==> src/rtl/operand_fetch.sv <==
// operand_fetch: stage between decode and execute.
//   Accepts one decoded instruction (i_dec_* / o_dec_ready), issues rs1/rs2
//   register-file reads over independent AR/R valid/ready channels, snoops
//   write-back to bypass fresh values, then presents the operand bundle to
//   execute (o_ex_* / i_ex_ready). i_flush abandons the held instruction and
//   drains any outstanding read responses. clk/rstn: synchronous active-low reset.

// Per-source read tracker: AR_PEND -> R_PEND -> DONE, plus captured operand.
//   load/load_need/load_addr : start a new instruction (addr is 0 if unused)
//   fetch/drain/flush        : stage state qualifiers from the parent FSM
//   arvalid/arready/araddr   : read address channel
//   rvalid/rready/rdata      : read data channel
//   wb_*                     : write-back snoop
//   data                     : captured operand
//   done_nxt/rpend_nxt       : tracker state after this cycle
module operand_fetch_src #(
    parameter int XLEN = 32
) (
    input  logic            clk,
    input  logic            rstn,
    input  logic            load,
    input  logic            load_need,
    input  logic [4:0]      load_addr,
    input  logic            fetch,
    input  logic            drain,
    input  logic            flush,
    output logic            arvalid,
    input  logic            arready,
    output logic [4:0]      araddr,
    input  logic            rvalid,
    output logic            rready,
    input  logic [XLEN-1:0] rdata,
    input  logic            wb_wen,
    input  logic [4:0]      wb_waddr,
    input  logic [XLEN-1:0] wb_wdata,
    output logic [XLEN-1:0] data,
    output logic            done_nxt,
    output logic            rpend_nxt
);
    typedef enum logic [1:0] {T_DONE, T_AR, T_R} trk_t;

    trk_t       trk, trk_nxt;
    logic [4:0] addr;
    logic       ar_hs, r_ok, snoop;

    // addr is only loaded on accept, so it is stable while arvalid is high
    assign araddr = addr;

    always_comb begin
        arvalid = fetch && (trk == T_AR);
        rready  = (fetch && (trk != T_DONE)) || (drain && (trk == T_R));
        ar_hs   = arvalid && arready;
        // R only counts once its AR has completed (or completes now)
        r_ok    = rready && rvalid && ((trk == T_R) || ar_hs);
        // unneeded sources hold addr 0, so they are never snooped
        snoop   = wb_wen && (wb_waddr == addr) && (addr != 5'd0);
        trk_nxt = trk;
        if (fetch) begin
            if (r_ok)       trk_nxt = T_DONE;
            else if (ar_hs) trk_nxt = T_R;
            // flush withdraws an unaccepted AR; an accepted one must drain
            if (flush && (trk_nxt == T_AR)) trk_nxt = T_DONE;
        end else if (drain && r_ok) begin
            trk_nxt = T_DONE;
        end
        done_nxt  = (trk_nxt == T_DONE);
        rpend_nxt = (trk_nxt == T_R);
    end

    always_ff @(posedge clk) begin
        if (!rstn) begin
            trk  <= T_DONE;
            addr <= '0;
            data <= '0;
        end else if (load) begin
            trk  <= load_need ? T_AR : T_DONE;
            addr <= load_need ? load_addr : 5'd0;
            data <= '0;
        end else begin
            trk <= trk_nxt;
            if (fetch) begin
                if (snoop && (trk == T_DONE || r_ok)) data <= wb_wdata;
                else if (r_ok)                        data <= rdata;
            end
        end
    end
endmodule

// Top: FSM IDLE/FETCH/ISSUE/DRAIN and registered pass-through fields.
module operand_fetch #(
    parameter int XLEN   = 32,
    parameter int CTRL_W = 16
) (
    input  logic              clk,
    input  logic              rstn,
    input  logic              i_flush,
    input  logic              i_dec_valid,
    output logic              o_dec_ready,
    input  logic [4:0]        i_dec_rs1,
    input  logic [4:0]        i_dec_rs2,
    input  logic              i_dec_use_rs1,
    input  logic              i_dec_use_rs2,
    input  logic [4:0]        i_dec_rd,
    input  logic [XLEN-1:0]   i_dec_imm,
    input  logic [XLEN-1:0]   i_dec_pc,
    input  logic [CTRL_W-1:0] i_dec_ctrl,
    output logic              o_rs1_arvalid,
    input  logic              i_rs1_arready,
    output logic [4:0]        o_rs1_araddr,
    input  logic              i_rs1_rvalid,
    output logic              o_rs1_rready,
    input  logic [XLEN-1:0]   i_rs1_rdata,
    output logic              o_rs2_arvalid,
    input  logic              i_rs2_arready,
    output logic [4:0]        o_rs2_araddr,
    input  logic              i_rs2_rvalid,
    output logic              o_rs2_rready,
    input  logic [XLEN-1:0]   i_rs2_rdata,
    input  logic              i_wb_wen,
    input  logic [4:0]        i_wb_waddr,
    input  logic [XLEN-1:0]   i_wb_wdata,
    output logic              o_ex_valid,
    input  logic              i_ex_ready,
    output logic [XLEN-1:0]   o_ex_rs1_data,
    output logic [XLEN-1:0]   o_ex_rs2_data,
    output logic [4:0]        o_ex_rd,
    output logic [XLEN-1:0]   o_ex_imm,
    output logic [XLEN-1:0]   o_ex_pc,
    output logic [CTRL_W-1:0] o_ex_ctrl
);
    typedef enum logic [1:0] {S_IDLE, S_FETCH, S_ISSUE, S_DRAIN} state_t;

    state_t state, state_nxt;
    logic   accept;

    logic [1:0]            need, arvalid, arready, rvalid, rready, done_nxt, rpend_nxt;
    logic [1:0][4:0]       rs, araddr;
    logic [1:0][XLEN-1:0]  rdata, data;

    assign rs      = {i_dec_rs2, i_dec_rs1};
    assign need    = {i_dec_use_rs2 && (i_dec_rs2 != 5'd0),
                      i_dec_use_rs1 && (i_dec_rs1 != 5'd0)};
    assign arready = {i_rs2_arready, i_rs1_arready};
    assign rvalid  = {i_rs2_rvalid, i_rs1_rvalid};
    assign rdata   = {i_rs2_rdata, i_rs1_rdata};

    assign o_rs1_arvalid = arvalid[0];
    assign o_rs2_arvalid = arvalid[1];
    assign o_rs1_araddr  = araddr[0];
    assign o_rs2_araddr  = araddr[1];
    assign o_rs1_rready  = rready[0];
    assign o_rs2_rready  = rready[1];
    assign o_ex_rs1_data = data[0];
    assign o_ex_rs2_data = data[1];

    for (genvar s = 0; s < 2; s++) begin : g_src
        operand_fetch_src #(.XLEN(XLEN)) u_src (
            .clk      (clk),
            .rstn     (rstn),
            .load     (accept),
            .load_need(need[s]),
            .load_addr(rs[s]),
            .fetch    (state == S_FETCH),
            .drain    (state == S_DRAIN),
            .flush    (i_flush),
            .arvalid  (arvalid[s]),
            .arready  (arready[s]),
            .araddr   (araddr[s]),
            .rvalid   (rvalid[s]),
            .rready   (rready[s]),
            .rdata    (rdata[s]),
            .wb_wen   (i_wb_wen),
            .wb_waddr (i_wb_waddr),
            .wb_wdata (i_wb_wdata),
            .data     (data[s]),
            .done_nxt (done_nxt[s]),
            .rpend_nxt(rpend_nxt[s])
        );
    end

    always_ff @(posedge clk) begin
        if (!rstn) state <= S_IDLE;
        else       state <= state_nxt;
    end

    always_comb begin
        o_dec_ready = rstn && (state == S_IDLE) && !i_flush;
        o_ex_valid  = (state == S_ISSUE);
        accept      = i_dec_valid && o_dec_ready;
        state_nxt   = state;
        case (state)
            S_IDLE:  if (accept) state_nxt = (|need) ? S_FETCH : S_ISSUE;
            S_FETCH: begin
                if (i_flush)        state_nxt = (|rpend_nxt) ? S_DRAIN : S_IDLE;
                else if (&done_nxt) state_nxt = S_ISSUE;
            end
            S_ISSUE: if (i_flush || i_ex_ready) state_nxt = S_IDLE;
            S_DRAIN: if (!(|rpend_nxt)) state_nxt = S_IDLE;
            default: state_nxt = S_IDLE;
        endcase
    end

    always_ff @(posedge clk) begin
        if (!rstn) begin
            o_ex_rd   <= '0;
            o_ex_imm  <= '0;
            o_ex_pc   <= '0;
            o_ex_ctrl <= '0;
        end else if (accept) begin
            o_ex_rd   <= i_dec_rd;
            o_ex_imm  <= i_dec_imm;
            o_ex_pc   <= i_dec_pc;
            o_ex_ctrl <= i_dec_ctrl;
        end
    end
endmodule

==> config.mk <==
export PLATFORM = sky130hd
export DESIGN_NAME = operand_fetch
export DESIGN_NICKNAME = d
export VERILOG_FILES = /design/src/rtl/operand_fetch.sv
export SDC_FILE = /design/constraint.sdc
export NUM_CORES = 1
export LEC_CHECK = 0
export BUFFER_PORTS_ARGS = -buffer_cell sky130_fd_sc_hd__buf_2
export CAP_MARGIN = 0
export CORE_AREA = 2 2 143 145
export DETAILED_ROUTE_END_ITERATION = 10
export DIE_AREA = 0 0 145 147
export GPL_TIMING_DRIVEN = 0
export MAX_ROUTING_LAYER = met4
export PLACE_DENSITY = 0.7
export SYNTH_ARGS = -nofsm -noshare
export SYNTH_HDL_FRONTEND = slang
export SYNTH_SLANG_ARGS = --single-unit
export TNS_END_PERCENT = 100
==> constraint.sdc <==
create_clock -name clk -period 5.17 [get_ports clk]
set_input_delay 1.2925 -clock clk [delete_from_list [all_inputs] [get_ports clk]]
set_output_delay 1.2925 -clock clk [all_outputs]
set_load 0.005 [all_outputs]
# --- After elaboration in Yosys (flattened, before gate mapping) ---
# Index checks and enable logic that the tools add are counted.
word_totals:
  ff_bits: 165
  input_bits: 208
  output_inout_bits: 165
op_classes:
  n_eq_ne: 17
  muxes: 30
  n_bitwise: 1
  n_reduce_logical: 55
ops:
  columns: ["op", "count"]
  rows:
  - ["32-bit 2-to-1 mux", 4]
  - ["2-bit 2-to-1 mux", 21]
  - ["1-bit logical AND", 27]
  - ["5-bit nonzero test", 4]
  - ["2-bit == test, second input constant", 6]
  - ["2-bit by 1-bit == test with 1-bit output, second input constant", 5]
  - ["5-bit == test", 2]
  - ["2-bit logical NOT", 5]
  - ["5-bit 2-to-1 mux", 2]
  - ["2-bit case mux with 4 select lines", 1]
  - ["2-bit nonzero test", 4]
  - ["1-bit logical OR", 7]
  - ["2-bit AND reduction", 3]
  - ["2-bit OR reduction", 3]
  - ["2-bit != test, second input constant", 2]
  - ["4-bit AND reduction", 1]
  - ["3-bit != test, second input constant", 1]
  - ["1-bit 2-to-1 mux", 2]
  - ["2-bit by 1-bit != test with 1-bit output, second input constant", 1]
  - ["1-bit logical NOT", 1]
  - ["1-bit NOT", 1]

# --- Depth between registers and ports, before layout ---
# Gate-level depths: netlist of the first run.
logic_depth:
  word_depth: 16
  ltp_mapped: 8

# --- Modules after synthesis ---
# From an unflattened synthesis of the first run, not the netlist that was laid out.
hier_totals:
  cells_unflattened: 818
  hier_area_um2: 7792.5
by_module_without_submodules:
  columns: ["mod", "n_inst", "cells_each", "area_each_um2"]
  rows:
  - ["operand_fetch_src", 2, 210, 2064.5]
  - ["operand_fetch", 1, 398, 3663.5]

# --- Worst setup path after synthesis of the first run ---
# Ideal clock, no wire load.
synth_path:
  kind: "input port to flip-flop"
  from: "in i_rs1_rvalid"
  to: "reg g_src[0].u_src.data[10]"
  setup_ns: 0.133
  arrival_ns: 2.900
  t_required_ns: 5.037
  slack_ns: 2.138
  cell_stages: 6
  n_path_buf: 1
  path_cell_list: "nand2_1 or4b_4 a2111oi_4 buf_2 a21o_1 a31oi_1"
synth_via:
  elab_chain_len: 6
synth_lines:
  columns: ["element", "line_no", "source"]
  rows:
  - ["start, declared", "110", "input logic i_rs1_rvalid,"]
  - ["1-bit logical AND (*) (2 in series)", "54", "r_ok = rready && rvalid && ((trk == T_R) || ar_hs);"]
  - ["1-bit logical OR", "82", "if (snoop && (trk == T_DONE || r_ok)) data <= wb_wdata;"]
  - ["1-bit logical AND", "82", null]
  - ["2-bit nonzero test (no line)", null, null]
  - ["2-bit AND reduction (no line)", null, null]
  - ["end signal, assigned", "82", null]
  - ["end signal, assigned", "83", "else if (r_ok) data <= rdata;"]
  - ["end, declared", "36", "output logic [XLEN-1:0] data,"]
# Mark *: on every way between the ends. The rest lies on a longest branch, timed or not.
# A chain may end at the register's enable or synchronous reset.

# --- Final worst setup path of the first run ---
layout_path:
  from: "in i_flush"
  to: "out o_dec_ready"
layout_via:
  elab_chain_len: 2
layout_lines:
  columns: ["element", "line_no", "source"]
  rows:
  - ["start, declared", "96", "input logic i_flush,"]
  - ["1-bit logical NOT", "187", "o_dec_ready = rstn && (state == S_IDLE) && !i_flush;"]
  - ["1-bit logical AND", "187", null]
  - ["end, declared", "98", "output logic o_dec_ready,"]
# Every way passes these cells.

==> results.toml, run 1 <==
[clock_network]
post-cts-setup-buffers = 0
ctsRootBufferMaster = "clkbuf_16"
ctsHoldBuffers = 0
cts.reportedPaths.clkPinSlew_ns = 0.06
cts_tree = "done"
clockBufferDepth = 2
clock_latency_ns = 0.43
cts_buffers = 17
cts_resized = 0
cts.sinks = 165
htree_levels = 4

[timing]
skew_ns = 0.00927
finalSetupViolations = 0
hold_ws_ns = 0.454
fin_crit_ns = 3.39
slew_viol_final = 0
fmax_mhz = 295
hold_violations = 0
tightest_slew_ns = 0.960
finalSetupTns_ns = 0
slew_headroom_pct = 36.0
final.period_utilization_pct = 65.6
rsz0062_at_grt = "no"

[routing]
wl_per_cell_um = 17.2
first_pass_iters = 5
avgViaCountPerCell = 5.21
drc_errors = 0
vias = 8863
antenna_left = 0
drt_wl_total_mm = 29.3
first_iter_violations = 569

[synth]
ys_ff_latch = 165
netlist.area_leader.share_pct = 42.7
seq_area_frac_synth_pct = 42.7
synth_edf_count = 0
synth_ff_type = "dfxtp_1"
synth.largest_area_cell = "dfxtp_1"
synthCells = 1018
ys_warn_count = 0
synth.most_common_cell = "nand2_1"
synth_cell_types = 46
synth_commonest_cells = "nand2_1, dfxtp_1, nand3_1"
syn_area_um2 = 7730
yosys-top-cells-area = "dfxtp_1, nand2_1, nand3_1, a21boi_0, a31oi_1"
syn_avg_cell_area_um2 = 7.60
syn-num-nets = 1226
async_reset_ff_share_pct = 0

[final_layout]
fillCellCount = 1993
layout.nets = 1617
drive_gt1_share_pct = 29.6
area_growth_pct = 36.5

[placement]
place.gp.congestion = 0.902
io_buffers = 372
place_hpwl_mm = 23.0

[floorplan]
die_h_um = 147
core_um2 = 19800
die_w_um = 145
start_util_pct = 39.0
ios = 373
floorplan.rows = 52
dieArea_um2 = 21300

[critical_path]
crit_start = "i_flush"
path_class = "primary input to output pin"
cp-end-kind = "output pin"
start_kind = "primary input"
cp.arrival_ns = 2.10
crit_required_ns = 3.88
reg2reg_from = "state[0]"
crit_path_max_fanout = 7

[global_route]
grt_antenna_before_repair = 7
overflow = 0
grt_pass1_wl_mm = 45.7
grt_max_degree = 17
grt_pass1_vias = 8521
grtUsageTotal_pct = 27.7

[pwr]
peakVddDrop_uv = 221
p_leak_nw = 4.76
powerDensity_nw_per_um2 = 279

[status]
outcome = "completed"

[job]
drv_cap = 0

[hold_path]
worstHoldStart = "o_ex_pc[4]"
hp-class = "flop to flop"
==> cells in the final DEF (no fill, tap or decap), types with 33 or more instances in the layout <==
master and n:
buf_2 379, nand2_1 283, dfxtp_1 165, nand3_1 142, clkbuf_1 72, a31oi_1 65
a21boi_0 64, nor2b_1 37, o21ai_0 36, a21o_1 33
==> stage by stage <==
stage	instances	instance area (um^2)	total power [mW]	util (%)	setup WS (ns)
2_1_floorplan	1018	7730	1.48	-	2.14
3_3_place_gp	1660	9930	1.65	50.1	1.59
3_5_place_dp	1660	9930	1.65	50.1	1.53
4_1_cts	1692	10500	2.96	53.1	1.71
5_1_grt	1699	10600	3.04	53.2	1.56
6_report	1701	10600	2.95	53.2	1.78
==> path summary, 6_finish.rpt <==
path	end	slack, ns	depth (start not counted)
min reg2reg	o_ex_pc[4]	0.45	2
max reg2reg	g_src[0].u_src.data[20]	2.49	7
min	o_ex_pc[4]	0.45	2
max	o_dec_ready	1.78	3
==> critical path, stage by stage <==
cell	delay (ns)
buf_2	0.15
nor4b_1	0.43
buf_2	0.22
==> metal layers <==
| layer | GRT usage, % | vias up | part of all wire, % |
|---|---|---|---|
| met5 | - | - | 0 |
| met4 | 12.1 | 0 | 3.6 |
| met3 | 5.03 | 66 | 8.1 |
| met2 | 47.2 | 428 | 49 |
| met1 | 32.1 | 4049 | 40 |
| li1 | - | 4320 | - |
==> sequential cells by signal, summed over array words and instances, names as in the netlist <==
name                count
g_src.u_src.araddr     10
g_src.u_src.trk         4
o_ex_ctrl              16
g_src.u_src.data       64
o_ex_imm               32
state                   2
o_ex_rd                 5
o_ex_pc                32
==> where the power goes <==
group	internal (mW)	switching, mW
sequential	1.30	0.0177
combinational	0.129	0.174
clock	0.741	0.584
total	2.17	0.776
==> cells by family (layout without fill, tap and decap cells) <==
| logic type | after synthesis | count (layout) | synth area share [%] |
|---|---|---|---|
| and+or+nand+nor | 530 | 530 | 31.8 |
| AOI/OAI and AO/OA | 222 | 222 | 19.6 |
| buffers and inverters | 93 | 497 | 5.06 |
| DFF | 165 | 165 | 42.7 |
| xor gates and xnor gates | 8 | 8 | 0.906 |
| other | 0 | 9 | 0 |
==> final cells by class <==
type / count / area, um^2 / share of cell area [%]
plain buffers: 92 / 388 / 3.67
multi-input cells: 760 / 4040 / 38.3
diodes: 9 / 22.5 / 0.213
clock inverters: 14 / 161 / 1.53
inverters: 1 / 3.75 / 0.0356
well taps: 270 / 338 / 3.20
flip-flops and latches: 165 / 3300 / 31.3
clock buffers: 18 / 439 / 4.16
repair buffers: 372 / 1860 / 17.6
Note: power is estimated with default switching activity, not from simulation.
==> inputs of run 2 (changes only) <==
Settings changed: ABC_AREA set to 1, CORE_AREA 2 2 143 145 to 2 2 144 146, DIE_AREA 0 0 145 147 to 0 0 146 148, PLACE_DENSITY 0.7 to 0.65.
Clock period 5.17 ns to 3.16 ns, I/O delays scaled along.
==> results.toml, run 2 <==
[clock_network]
cts_resized = 0
clock_latency_ns = 0.43
ctsRootBufferMaster = "clkbuf_16"
cts.sinks = 165
post-cts-setup-buffers = 0
ctsHoldBuffers = 0
cts.reportedPaths.clkPinSlew_ns = 0.07
htree_levels = 4
cts_tree = "done"
cts_buffers = 17
clockBufferDepth = 2

[synth]
synth-simple-area-share_pct = 23.1
ys_ff_latch = 165
synthMuxAreaShare_pct = 0
synthXorXnorAreaFrac_pct = 0.250
synth_fa_ha_area_share_pct = 0
syn_area_um2 = 7010
async_reset_ff_share_pct = 0
synth.most_common_cell = "nand2_1"
netlist.area_leader.share_pct = 47.1
syn-num-nets = 1150
syn_avg_cell_area_um2 = 7.44
synth.largest_area_cell = "dfxtp_1"
synth-compound-area-share_pct = 20.0
synth_edf_count = 0
synth_cell_types = 36
ys_warn_count = 0
synthCells = 942
synth_commonest_cells = "nand2_1, dfxtp_1, a21oi_1"
yosys-top-cells-area = "dfxtp_1, nand2_1, a21oi_1, o21ai_1, inv_1"
synth_top_family_by_area = "simple AND/OR/NAND/NOR gates"
seq_area_frac_synth_pct = 47.1
synth_ff_type = "dfxtp_1"

[routing]
first_iter_violations = 254
drt_wl_total_mm = 24.3
drc_errors = 0
first_pass_iters = 5
wl_per_cell_um = 15.0
vias = 7559
avgViaCountPerCell = 4.67
antenna_left = 0

[timing]
finalSetupTns_ns = 0
hold_violations = 0
slew_headroom_pct = 67.9
hold_ws_ns = 0.463
final.period_utilization_pct = 73.3
skew_ns = 0.00950
finalSetupViolations = 0
fmax_mhz = 432
slew_viol_final = 0
fin_crit_ns = 2.32
finalWorstSetupSlack_ns = 0.843
tightest_slew_ns = 0.482
rsz0062_at_grt = "no"

[critical_path]
path_class = "flop to output pin"
ff2ff_path_depth = 10
crit_start = "state[0]"
crit_path_max_fanout = 10
worstReg2RegEnd = "g_src[0].u_src.data[20]"
endpoint = "o_rs1_arvalid"
crit_required_ns = 2.37
cp-end-kind = "output pin"
reg2reg_slack_ns = 1.16
start_kind = "flop"
cp.arrival_ns = 1.53
reg2reg_from = "state[1]"

[job]
drv_cap = 0

[pwr]
pwr-share-clk_pct = 39.7
p_leak_nw = 4.88
switchingPower_mw = 1.59
intPower_mw = 3.65
peakVddDrop_uv = 374
powerDensity_nw_per_um2 = 534
power.share.switching_pct = 30.4
combPwrFrac_pct = 16.9
seqPwrFrac_pct = 43.4
p_total_mw = 5.24

[placement]
placed_cells = 1584
place.gp.congestion = 0.892
place_hpwl_mm = 19.4
io_buffers = 372
pre_cts_ws_ns = 0.731

[global_route]
use_met2_pct = 39.8
grt_antenna_before_repair = 1
grt_pass1_wl_mm = 37.6
overflow = 0
grt_util_met3_pct = 5.77
grt_pass1_vias = 7285
grtUsageTotal_pct = 22.5
use_met1_pct = 25.1
busiest_layer = "met2"
grt_max_degree = 20

[final_layout]
reg_top3 = "g_src.u_src.data: 64 flops, o_ex_imm: 32 flops, o_ex_pc: 32 flops"
final_cell_mix = "buf_2, nand2_1, dfxtp_1, a21oi_1"
area_growth_pct = 40.0
final_common_cell = "buf_2"
drive_gt1_share_pct = 36.5
fillCellCount = 2130
largest_reg_flops = 64
largest-register = "g_src.u_src.data"
layout.nets = 1541
stdcell_count = 1617

[floorplan]
ios = 373
die_h_um = 148
floorplan.rows = 52
dieArea_um2 = 21600
die_w_um = 146
core_um2 = 20000
start_util_pct = 35.0

[status]
outcome = "completed"

[hold_path]
hp-class = "flop to flop"
run 2: cell count changes in the layout (fill, tap and decap cells not counted), sizes merged, moves of 32 or more:
cell    previous run  this run
a21oi              3       130
nand3            142        16
nand2            283       358
inv                9        81
a31oi             65         1
a21boi            64         2
clkbuf            90        29
nor2b             37         0
o21ai             36        72
a21o              33         0
and3              32         0
run 2: final cells by class:
| class | instances | area (um^2) | share of cell area (%) |
|---|---|---|---|
| Timing Repair Buffer | 372 | 1860 | 19.0 |
| Inverter | 72 | 273 | 2.78 |
| Clock buffer | 17 | 425 | 4.33 |
| Clock inverter | 15 | 178 | 1.81 |
| Sequential cell | 165 | 3300 | 33.7 |
| Buffer | 58 | 392 | 3.99 |
| Antenna cell | 1 | 2.50 | 0.0255 |
| Tap cell | 270 | 338 | 3.44 |
| Multi-Input combinational cell | 647 | 3040 | 31.0 |
run 2: stage by stage:
stage | instance area, um^2 | utilization (%)
after CTS | 9810 | 49.0
after floorplan | 7010 | -
final | 9810 | 49.0
after detailed placement | 9210 | 46.0
after global placement | 9210 | 46.0
after global routing | 9810 | 49.0
run 2: critical path, cell delays in order (launching register included):
cell	delay, ns
dfxtp_1	0.31
buf_4	0.15
inv_2	0.07
nor2_8	0.17
inv_1	0.11
nor3_1	0.14
buf_2	0.16
run 2: cells by family after synthesis:
| family | Yosys count |
|---|---|
| flip-flops | 165 |
| XOR/XNOR | 2 |
| buffers and inverters | 130 |
| AND/OR/NAND/NOR | 403 |
| AO/OA/AOI/OAI | 242 |
run 2: worst min path at each step:
stage	from	endpoint	slack, ns	cells past startpoint
2_1_floorplan	o_ex_pc[5]	o_ex_pc[5]	0.46	2
3_3_place_gp	o_ex_imm[30]	o_ex_imm[30]	0.45	2
3_5_place_dp	o_ex_ctrl[1]	o_ex_ctrl[1]	0.45	1
4_1_cts	g_src[1].u_src.data[11]	g_src[1].u_src.data[11]	0.46	2
5_1_grt	o_ex_pc[15]	o_ex_pc[15]	0.48	2
6_report	g_src[0].u_src.data[0]	g_src[0].u_src.data[0]	0.46	2
run 2: power groups by stage:
stage                     clock network (mW)  logic, mW  registers, mW
after detailed placement                   0      0.891           2.32
after floorplan                            0      0.490           2.32
after global routing                    2.22      0.993           2.29
final                                   2.08      0.884           2.27
after global placement                     0      0.882           2.32
after CTS                               2.14      0.894           2.27
run 2: per-layer routing:
| layer | vias to the layer above | part of all wire [%] |
|---|---|---|
| li1 | 3839 | - |
| met1 | 3415 | 39 |
| met2 | 284 | 52 |
| met3 | 21 | 7.3 |
| met4 | 0 | 1.8 |
| met5 | - | 0 |
==> inputs of run 3 (changes only) <==
Settings changed: CORE_AREA 2 2 144 146 to 2 2 146 148, DIE_AREA 0 0 146 148 to 0 0 148 150, PLACE_DENSITY 0.65 to 0.66.
Clock period 3.16 ns to 1.97 ns, I/O delays scaled along.
==> results.toml, run 3 (synthesized netlist as in run 2, its figures left out) <==
[pwr]
intPower_mw = 6.49
combPwrFrac_pct = 17.2
power.share.switching_pct = 27.9
powerDensity_nw_per_um2 = 887
peakVddDrop_uv = 592
p_leak_nw = 5.00
pwr-share-clk_pct = 42.2
switchingPower_mw = 2.51
seqPwrFrac_pct = 40.6

[floorplan]
floorplan.rows = 53
start_util_pct = 33.9
dieArea_um2 = 22200
ios = 373
core_um2 = 20700
die_w_um = 148
die_h_um = 150

[final_layout]
largest-register = "g_src.u_src.data"
stdcell_count = 1630
reg_top3 = "g_src.u_src.data: 64 flops, o_ex_imm: 32 flops, o_ex_pc: 32 flops"
fillCellCount = 2141
final_util_pct = 49.1
multiInputGateArea_um2 = 3190
layout.nets = 1549
seqCellArea_um2 = 3310
final_cell_mix = "buf_2, nand2_1, dfxtp_1, a21oi_1, inv_1"
final_common_cell = "buf_2"
area_growth_pct = 44.9
largest_reg_flops = 64
drive_gt1_share_pct = 39.5

[placement]
pre_cts_ws_ns = -0.196
placed_cells = 1589
place.gp.congestion = 0.935
place_hpwl_mm = 19.8
io_buffers = 372

[clock_network]
ctsRootBufferMaster = "clkbuf_16"
htree_levels = 4
cts_buffers = 17
cts.sinks = 165
clockBufferDepth = 2
ctsHoldBuffers = 0
cts.reportedPaths.clkPinSlew_ns = 0.07
clock_latency_ns = 0.43
cts_tree = "done"

[global_route]
grt_pass1_vias = 7330
grt_pass1_wl_mm = 38.1
grt_max_degree = 17
grtUsageTotal_pct = 22.5
grt_antenna_before_repair = 2
overflow = 0

[critical_path]
start_kind = "flop"
cp.arrival_ns = 1.42
crit_path_max_fanout = 7
cp-end-kind = "output pin"
path_class = "flop to output pin"
crit_required_ns = 1.48

[routing]
antenna_left = 0
first_pass_iters = 4
avgViaCountPerCell = 4.70
wl_per_cell_um = 15.7
drt_wl_total_mm = 25.6
first_iter_violations = 215
vias = 7654
drc_errors = 0

[timing]
finalSetupViolations = 0
fmax_mhz = 523
finalSetupTns_ns = 0
finalWorstSetupSlack_ns = 0.0580
skew_ns = 0.0208
final.period_utilization_pct = 97.1
tightest_slew_ns = 0.482
slew_headroom_pct = 67.9
hold_violations = 0
fin_crit_ns = 1.91
slew_viol_final = 0
rsz0062_at_grt = "yes"

[job]
drv_cap = 0

[hold_path]
hp-class = "primary input to flop"

[status]
outcome = "completed"
## run 3: cell types whose count changed in the layout (fill, tap and decap cells not counted), moves of 3 or more
cell       before  now
nand2_1       352  348
a21oi_1       110  101
clkbuf_4        0    3
buf_2         394  391
clkinv_8        5    0
bufinv_16       0    5
o21ai_2         1   17
o21ai_1        64   48
a21oi_2        20   29
buf_6          15   20
## run 3: critical path: stages (launching register included)
cell     delay [ns]
dfxtp_1        0.31
buf_6          0.13
nor2_2         0.13
inv_2          0.07
nor3_4         0.18
buf_2          0.18
## run 3: area by class of cell
type | count | share of cell area [%]
Sequential cell | 165 | 32.6
Clock inverter | 14 | 2.32
Buffer | 58 | 4.23
Antenna cell | 2 | 0.0493
Multi-Input combinational cell | 647 | 31.4
Tap cell | 275 | 3.39
Clock buffer | 17 | 4.19
Inverter | 72 | 2.78
Timing Repair Buffer | 380 | 19.1
## run 3: per-layer routing
metal | global-route usage (%) | share of wire, % | wire length (um) | vias up
met1 | 25.4 | 40 | 10300 | 3484
met5 | - | 0 | 0 | -
met2 | 39.3 | 51 | 13000 | 297
met4 | 7.90 | 2.1 | 535 | 0
li1 | - | - | - | 3846
met3 | 5.06 | 6.8 | 1740 | 27
## run 3: path summary, 6_finish.rpt
kind                     start                 endpoint  slack [ns]  depth (start not counted)
setup reg to reg      state[0]  g_src[0].u_src.data[19]        0.07                         14
setup / recovery      state[0]              o_dec_ready        0.06                          5
hold / removal     i_dec_pc[0]               o_ex_pc[0]        0.28                          2
hold reg to reg   o_ex_imm[17]             o_ex_imm[17]        0.46                          2
## run 3: repair_timing
item | 4_1_cts | 5_1_grt
pin swaps | 1 | 7
setup endpoints to repair | 46 | 79
resized for setup | 5 | 53
endpoints found under the hold margin | 0 | 0
setup buffers | 2 | 6
## run 3: stage by stage
step / power [mW] / hold slack, ns / instance area, um^2
final: 9.01 / 0.279 / 10200
after global routing: 9.43 / 0.260 / 10200
after CTS: 9.02 / 0.263 / 9910
after detailed placement: 5.16 / 0.450 / 9220
after global placement: 5.15 / 0.449 / 9220
after floorplan: 4.51 / 0.461 / 7010
## run 3: power by group through the flow
stage	clock [mW]	sequential [mW]	combinational, mW
finish	3.80	3.66	1.55
global route	4.03	3.68	1.72
detailed placement	0	3.72	1.44
global placement	0	3.72	1.43
floorplan	0	3.73	0.786
CTS	3.88	3.65	1.49
